$ cat src/rtl/spi_usb_periph_responder.sv
// SPI mode-0 responder emulating a MAX3421E-style 32x8 register file, with a host
// port for preload/inspection and interrupt injection.
module spi_usb_periph_responder #(
  parameter int NREG      = 32,
  parameter int HIRQ_ADDR = 25,
  parameter int HIEN_ADDR = 26,
  parameter int SYNC_STG  = 2
) (
  input  logic                    clk_clk,
  input  logic                    reset_reset,
  input  logic                    spi_SCLK,
  input  logic                    spi_MOSI,
  input  logic                    spi_SS_n,
  output logic                    spi_MISO,
  output logic                    spi_MISO_oe,
  input  logic [$clog2(NREG)-1:0] hp_addr,
  input  logic [7:0]              hp_wdata,
  input  logic                    hp_we,
  output logic [7:0]              hp_rdata,
  input  logic [7:0]              hp_irq_set,
  output logic                    irq_n,
  output logic                    byte_done,
  output logic [7:0]              cmd_byte
);
  localparam int AW = $clog2(NREG);

  typedef enum logic [1:0] {S_IDLE, S_CMD, S_DATA} state_t;

  state_t              r_state;
  logic [SYNC_STG-1:0] r_sclk_s, r_mosi_s, r_ss_s;
  logic                r_sclk_d, r_ss_d;
  logic [7:0]          r_regs [NREG];
  logic [6:0]          r_rx;
  logic [7:0]          r_tx;
  logic [2:0]          r_bitcnt;
  logic                r_load, r_dir, r_oe, r_byte_done, r_irq_n;
  logic [AW-1:0]       r_addr;
  logic [7:0]          r_cmd, r_hp_rdata;

  logic       w_sclk, w_mosi, w_ss, w_rise, w_fall, w_ss_fall, w_last, w_spi_wr;
  logic [7:0] w_byte, w_hirq_nxt;

  assign w_sclk    = r_sclk_s[SYNC_STG-1];
  assign w_mosi    = r_mosi_s[SYNC_STG-1];
  assign w_ss      = r_ss_s[SYNC_STG-1];
  assign w_rise    = w_sclk & ~r_sclk_d;
  assign w_fall    = ~w_sclk & r_sclk_d;
  assign w_ss_fall = r_ss_d & ~w_ss;
  assign w_byte    = {r_rx, w_mosi};
  assign w_last    = w_rise && (r_bitcnt == 3'd7) && !w_ss && (r_state != S_IDLE);
  assign w_spi_wr  = w_last && (r_state == S_DATA) && r_dir;

  assign spi_MISO    = r_tx[7];
  assign spi_MISO_oe = r_oe;
  assign hp_rdata    = r_hp_rdata;
  assign irq_n       = r_irq_n;
  assign byte_done   = r_byte_done;
  assign cmd_byte    = r_cmd;

  // HIRQ: SPI W1C beats a host write; injected bits land after the clear.
  always_comb begin
    w_hirq_nxt = r_regs[HIRQ_ADDR];
    if (hp_we && hp_addr == AW'(HIRQ_ADDR)) w_hirq_nxt = hp_wdata;
    if (w_spi_wr && r_addr == AW'(HIRQ_ADDR)) w_hirq_nxt = r_regs[HIRQ_ADDR] & ~w_byte;
    w_hirq_nxt = w_hirq_nxt | hp_irq_set;
  end

  always_ff @(posedge clk_clk) begin
    if (reset_reset) begin
      for (int i = 0; i < NREG; i++) r_regs[i] <= '0;
    end else begin
      if (hp_we)    r_regs[hp_addr] <= hp_wdata;
      if (w_spi_wr) r_regs[r_addr]  <= w_byte;
      r_regs[HIRQ_ADDR] <= w_hirq_nxt;
    end
  end

  always_ff @(posedge clk_clk) begin
    if (reset_reset) begin
      r_hp_rdata <= '0;
      r_irq_n    <= 1'b1;
    end else begin
      r_hp_rdata <= r_regs[hp_addr];
      r_irq_n    <= ~|(r_regs[HIRQ_ADDR] & r_regs[HIEN_ADDR]);
    end
  end

  // SS sync resets to "low" so a select already low at reset release never
  // produces a falling edge; a transfer starts only after SS_n is seen high.
  always_ff @(posedge clk_clk) begin
    if (reset_reset) begin
      r_sclk_s    <= '0;
      r_mosi_s    <= '0;
      r_ss_s      <= '0;
      r_sclk_d    <= 1'b0;
      r_ss_d      <= 1'b0;
      r_state     <= S_IDLE;
      r_rx        <= '0;
      r_tx        <= '0;
      r_bitcnt    <= '0;
      r_load      <= 1'b0;
      r_dir       <= 1'b0;
      r_addr      <= '0;
      r_oe        <= 1'b0;
      r_byte_done <= 1'b0;
      r_cmd       <= '0;
    end else begin
      r_sclk_s    <= {r_sclk_s[SYNC_STG-2:0], spi_SCLK};
      r_mosi_s    <= {r_mosi_s[SYNC_STG-2:0], spi_MOSI};
      r_ss_s      <= {r_ss_s[SYNC_STG-2:0], spi_SS_n};
      r_sclk_d    <= w_sclk;
      r_ss_d      <= w_ss;
      r_byte_done <= 1'b0;
      case (r_state)
        S_IDLE: begin
          if (w_ss_fall) begin
            r_state  <= S_CMD;
            r_bitcnt <= '0;
            r_load   <= 1'b0;
            r_tx     <= r_regs[HIRQ_ADDR];
            r_oe     <= 1'b1;
          end
        end
        default: begin
          if (w_ss) begin
            r_state  <= S_IDLE;
            r_tx     <= '0;
            r_oe     <= 1'b0;
            r_bitcnt <= '0;
            r_load   <= 1'b0;
          end else if (w_rise) begin
            r_rx     <= w_byte[6:0];
            r_bitcnt <= r_bitcnt + 3'd1;
            if (w_last) begin
              r_byte_done <= 1'b1;
              r_load      <= 1'b1;
              if (r_state == S_CMD) begin
                r_cmd   <= w_byte;
                r_addr  <= w_byte[7:3];
                r_dir   <= w_byte[1];
                r_state <= S_DATA;
              end
            end
          end else if (w_fall) begin
            // First fall after a completed byte loads the next outgoing byte.
            if (r_load) begin
              r_load <= 1'b0;
              r_tx   <= r_dir ? 8'h00 : r_regs[r_addr];
            end else begin
              r_tx <= {r_tx[6:0], 1'b0};
            end
          end
        end
      endcase
    end
  end
endmodule
$ cat config.mk
export PLATFORM = sky130hd
export DESIGN_NAME = spi_usb_periph_responder
export DESIGN_NICKNAME = d
export VERILOG_FILES = /design/src/rtl/spi_usb_periph_responder.sv
export SDC_FILE = /design/constraint.sdc
export NUM_CORES = 1
export LEC_CHECK = 0
export BUFFER_PORTS_ARGS = -buffer_cell sky130_fd_sc_hd__buf_2
export CAP_MARGIN = 30
export CELL_PAD_IN_SITES_DETAIL_PLACEMENT = 0
export CELL_PAD_IN_SITES_GLOBAL_PLACEMENT = 1
export CORE_MARGIN = 3
export CORE_UTILIZATION = 45
export CTS_CLUSTER_DIAMETER = 30
export DETAILED_ROUTE_END_ITERATION = 7
export PLACE_DENSITY = 0.74
export SETUP_SLACK_MARGIN = 0.15
export SYNTH_ARGS = -nofsm -noshare
export SYNTH_HDL_FRONTEND = slang
export SYNTH_SLANG_ARGS = --single-unit
$ cat constraint.sdc
create_clock -name clk_clk -period 2.4 [get_ports clk_clk]
set_clock_uncertainty 0.15 [all_clocks]
set_input_delay 0 -clock clk_clk [delete_from_list [all_inputs] [get_ports clk_clk]]
set_output_delay 0 -clock clk_clk [all_outputs]
set_load 0.1 [all_outputs]
* After elaboration in Yosys (flattened, before gate mapping)
Memories as Yosys holds them, arrays and structs flattened. A register that Yosys moved wholly into a read port is not among the register bits.
Cells that the tools add are included.
** Operators by class
- Equality and inequality tests :: 10
- Bitwise logic cells :: 19
- Add/subtract/negate cells :: 1
- Multiplexer cells :: 47
- Reduce and logical (&&, ||, !) cells :: 28
** Operators by type and width (count)
- 8-bit 2-to-1 mux :: 12
- 8-bit OR reduction :: 3
- 1-bit 2-to-1 mux :: 21
- 5-bit == test (second input constant) :: 4
- 5-bit 2-to-1 mux :: 4
- 8-bit bitwise AND :: 2
- 2-bit 2-to-1 mux :: 6
- 3-bit 2-to-1 mux :: 4
- 3-bit nonzero test :: 4
- 3-bit AND reduction :: 3
- 8-bit inverter :: 1
- 8-bit bitwise OR :: 1
- 1-bit bitwise AND :: 7
- 1-bit logical AND :: 7
- 1-bit inverter :: 7
- 5-bit AND reduction :: 1
- 4-bit by 2-bit inequality test with 1-bit output (second input constant) :: 1
- 2-bit AND reduction :: 2
- 4-bit AND reduction :: 1
- 2-bit nonzero test :: 2
- 4-bit nonzero test :: 1
- 4-bit OR reduction :: 1
- 3-bit by 1-bit adder with 3-bit output (second input constant) :: 1
- 3-bit == test (second input constant) :: 1
- other kinds (7) :: 8
** Storage, ports and cells
- RAM bits :: 256
- Flip-flop bits (word level) :: 46
- Memories kept :: 1
- Output and inout port bits :: 20
- Word-level logic and storage cells :: 122
- Input port bits :: 27
** Memories
- r_regs :: words 32, width 8, read ports 4, clocked after memory_dff 2, wr ports 32, line 32 : logic [7:0] r_regs [NREG];

* Depth between registers and ports, before layout
- Depth in word-level cells :: 13
- Gate-level depth with buffers :: 10
- Gate-level depth less buffers :: 6

* Least setup slack after synthesis
No wires, ideal clock.
- Path type :: register to register
- Start point :: register r_addr[2]
- End point :: memory r_regs[12][0], enable pin
- Period minus slack after synthesis :: 3.053 ns
- Stages on the path, launching flop included :: 6
- Required time :: 1.921 ns
- Data arrival time :: 2.575 ns
- Slack :: -0.653 ns
- Library setup time :: 0.329 ns
- Buffers on the path :: 2
- Cell sequence :: dfxtp_1 -> nand2_1 -> or3_1 -> clkbuf_1 -> buf_2 -> nand2_1
** RTL lines
- start: declaration :: line 37 : logic [AW-1:0] r_addr;
- start signal: assignment :: line 139 : r_addr <= w_byte[7:3];
- end: declaration :: line 32

==> impl_metrics.json <==
{
  "wl_met1_microns": 29300,
  "cts_htree_levels": 3,
  "grt_pass1_vias": 15600,
  "drv_slew": 0,
  "min_period_over_period_pct": 97.3,
  "syn_to_final_growth_pct": 32.3,
  "dp_hpwl_microns": 51000,
  "ys_seq_area_share_pct": 47.3,
  "ys.flop_type": "edfxtp_1",
  "fin_total_pwr_uw": 18100,
  "routedWlPerCell_microns": 29.8,
  "cts.clk_slew.worst_paths_ns": 0.04,
  "synth_fp_nets": 1814,
  "dieArea_sq_mm": 0.0432,
  "gp_congestion": 0.998,
  "ys_seq_elements": 309,
  "dr_wl_met3_microns": 8470,
  "overflow": 0,
  "worstSetupPathType": "flop to flop",
  "nFillCells": 3184,
  "numPortBuffers": 46,
  "worstHoldPathCells": 3,
  "drtAntennaViolNets": 0,
  "final_nets": 2011,
  "worst_pin_slew_ns": 0.811,
  "cap_violations": 0,
  "met2_length_microns": 35100,
  "cts_root_buf": "clkbuf_16",
  "rows": 73,
  "period_minus_slack_ns": 2.34,
  "start_util_pct": 45.8,
  "powerDensity_mw_per_mm2": 746,
  "crit_chain": "ha_4 > ha_4 > buf_6 > nand4_4 > clkbuf_16 > buf_8 > nor4_4 > buf_6 > nor3_1 > a211oi_2",
  "fmax_ghz": 0.428,
  "dr.max_layer_used": "met4",
  "viasPerCell": 6.51,
  "end_kind": "flop",
  "final-setup-viol-count": 0,
  "cp_top_family": "buffers and inverters",
  "drc": 0,
  "synth_edf_count": 248,
  "syn_area_sq_mm": 0.0183,
  "slew-limit-headroom_pct": 45.9,
  "ir_drop_mv": 0.444,
  "numClockSinks": 309,
  "cts_tree": "done",
  "rsz0062_at_grt": "yes",
  "yosys_warnings": 0,
  "die_w_microns": 208,
  "placed_cells": 2365,
  "diodes": 0,
  "async_flop_share_pct": 0,
  "syn_inst": 1785,
  "cp_slowest_cell": "dfxtp_2",
  "status": "completed",
  "fp.dieH_microns": 208,
  "max_stage_delay_ns": 0.35,
  "cts_buffers": 78,
  "grt_pass1_wl_microns": 109000,
  "hold_viol": 0,
  "core_area_sq_mm": 0.0400,
  "antenna_found_initial": 1,
  "synthDistinctLibCells": 57,
  "hp-class": "input pin to flop",
  "grt_max_degree": 52,
  "ctsLongestPathBuffers": 3,
  "clock_latency_ns": 0.59,
  "layout-drive-gt1-share_pct": 31.6,
  "detail_route.first_pass.iterations": 5,
  "crit_arrival_ns": 2.67,
  "critPathMaxFanout": 8,
  "drt_iter0_drc": 2432,
  "critPathLaunchType": "flop",
  "p_leak_uw": 0.00826,
  "grt.total_usage_pct": 34.0,
  "r2r_cells": 10,
  "synth_area_per_cell_sq_um": 10.3,
  "vias": 16700,
  "path_depth": 10,
  "worst_ep_required_time_ns": 2.74,
  "cp_num_buf_inv": 4,
  "final_cells": 2573,
  "routed_wl_microns": 76600,
  "boundaryPins": 47
}
## final cells by class
cell class                 count  area [sq um]  share of cell area [%]
timing repair buffer         288          2700                    11.1
clock inverter                43           382                    1.57
inverter                      10          37.5                   0.155
tap                          525           657                    2.71
sequential                   309          8700                    35.9
multi-input combinational   1295          9540                    39.3
clock buffer                 103          2250                    9.28
## Yosys cell counts, types with 2 or more instances
library cell  count  area share (%)
nand2_1         257             5.3
edfxtp_1        248              41
o21ai_0         149             4.1
nand3_1         145             4.0
mux2i_1         137             7.5
o21ai_1         102             2.8
nor2_1           88             1.8
clkbuf_1         79             1.6
mux4_2           70             8.6
dfxtp_1          61             6.7
a22oi_1          55             2.3
buf_2            55             1.5
a21oi_1          52             1.4
or3_1            43             1.5
mux2_2           25             1.5
nor3_1           25            0.68
nor2b_1          18            0.61
buf_4            17            0.70
buf_1            16            0.33
o22ai_1          13            0.44
inv_1            10            0.20
a211oi_1          9            0.37
buf_6             9            0.55
nand2b_1          9            0.31
nand3b_1          8            0.33
o21ai_2           8            0.38
o21bai_1          8            0.33
nor3_4            7            0.62
o41ai_1           7            0.33
a211o_1           6            0.29
nor3_2            5            0.27
a221oi_1          4            0.19
a22o_1            4            0.19
and2_1            4            0.14
nor3b_1           3            0.12
a21o_1            2           0.082
a31oi_1           2           0.068
and3b_1           2           0.096
ha_1              2            0.14
nand3_2           2            0.11
nor2_2            2           0.068
or2_2             2           0.068
## tightest hold or removal path: stages
cell and delay, ns:
dlygate4sd3_1 0.52, buf_2 0.09, nor2b_1 0.12
## kinds of logic (layout without fill, tap and decap cells)
kind of cell / count (synthesis) / count (layout) / share of synthesized area (%)
adders and majority gates: 2 / 2 / 0.136
buffers and inverters: 186 / 444 / 4.90
muxes: 232 / 232 / 17.6
AOI/OAI and AO/OA: 430 / 430 / 13.7
and+or+nand+nor: 626 / 631 / 16.4
DFF: 309 / 309 / 47.3
## timing repair
item	in CTS	in global routing
pin swaps	5	19
cloned	7	10
buffers inserted	10	11
setup endpoints to repair	359	328
gates resized for setup	55	119
hold buffers	24	0
endpoints found under the hold margin	139	0
## report_power, final
group	leakage [uW]	internal, uW	switching [uW]
logic	0.00403	549	900
registers	0.00293	6050	206
clock network	0.00129	7100	3300
## layer usage
layer / up-vias / global-route usage, %
met4: 0 / 15.2
met5: - / 0
li1: 7127 / -
met3: 224 / 7.18
met2: 1207 / 52.6
met1: 8187 / 46.5
## cells in the final DEF (no fill, tap or decap), types with 8 or more instances in the layout
cell           count
buf_4            161
nor2b_1           16
clkbuf_16         91
mux4_2            70
dlygate4sd3_1     24
or3_4             35
mux2i_1          137
clkbuf_1          11
nand3_1          119
o21bai_1           8
o21ai_2           15
clkinv_1           9
buf_2             44
nor3_4             8
mux2_2            25
a21oi_1           52
o22ai_1           12
edfxtp_1         248
o21ai_1           99
o21ai_0          145
nand3b_1           8
nor2_1            88
nand2_8            8
buf_6             21
nand2_1          239
nand3_2           24
or3_1             13
buf_12            24
clkbuf_8           8
inv_1             10
nand2b_1           9
a22oi_1           47
dfxtp_1           49
clkinv_2          14
nor3_1            22
a22oi_2            8
## sequential cells by signal, summed over array words and instances (netlist names), 2 cells and up, named ones only
name and cells:
r_regs 256, hp_rdata 8, r_tx 8, r_rx 7, r_addr 5, cmd_byte 3, r_bitcnt 3, r_mosi_s 2
r_sclk_s 2, r_ss_s 2, r_state 2
## stage by stage
| step | worst slack, ns | hold slack [ns] | util [%] | instance area [sq um] | setup TNS [ns] |
|---|---|---|---|---|---|
| floorplan | 0.141 | -0.0218 | - | 18500 | 0 |
| global placement | -0.114 | 0.0578 | 50.3 | 20100 | -2.85 |
| detailed placement | -0.125 | 0.0630 | 50.3 | 20100 | -3.75 |
| CTS | 0.0735 | 0.0158 | 58.7 | 23500 | 0 |
| global route | 0.0376 | 0.0826 | 60.7 | 24300 | 0 |
| finish | 0.0637 | 0.0530 | 60.7 | 24300 | 0 |
## worst paths after layout
| kind | startpoint | to | slack [ns] |
|---|---|---|---|
| max reg2reg | r_bitcnt[1] | r_regs[25][2] | 0.06 |
| max | r_bitcnt[1] | r_regs[25][2] | 0.06 |
| min | spi_SCLK | r_sclk_s[0] | 0.05 |
| min reg2reg | r_mosi_s[0] | r_mosi_s[1] | 0.28 |
Note: power is estimated with default switching activity, not from simulation.
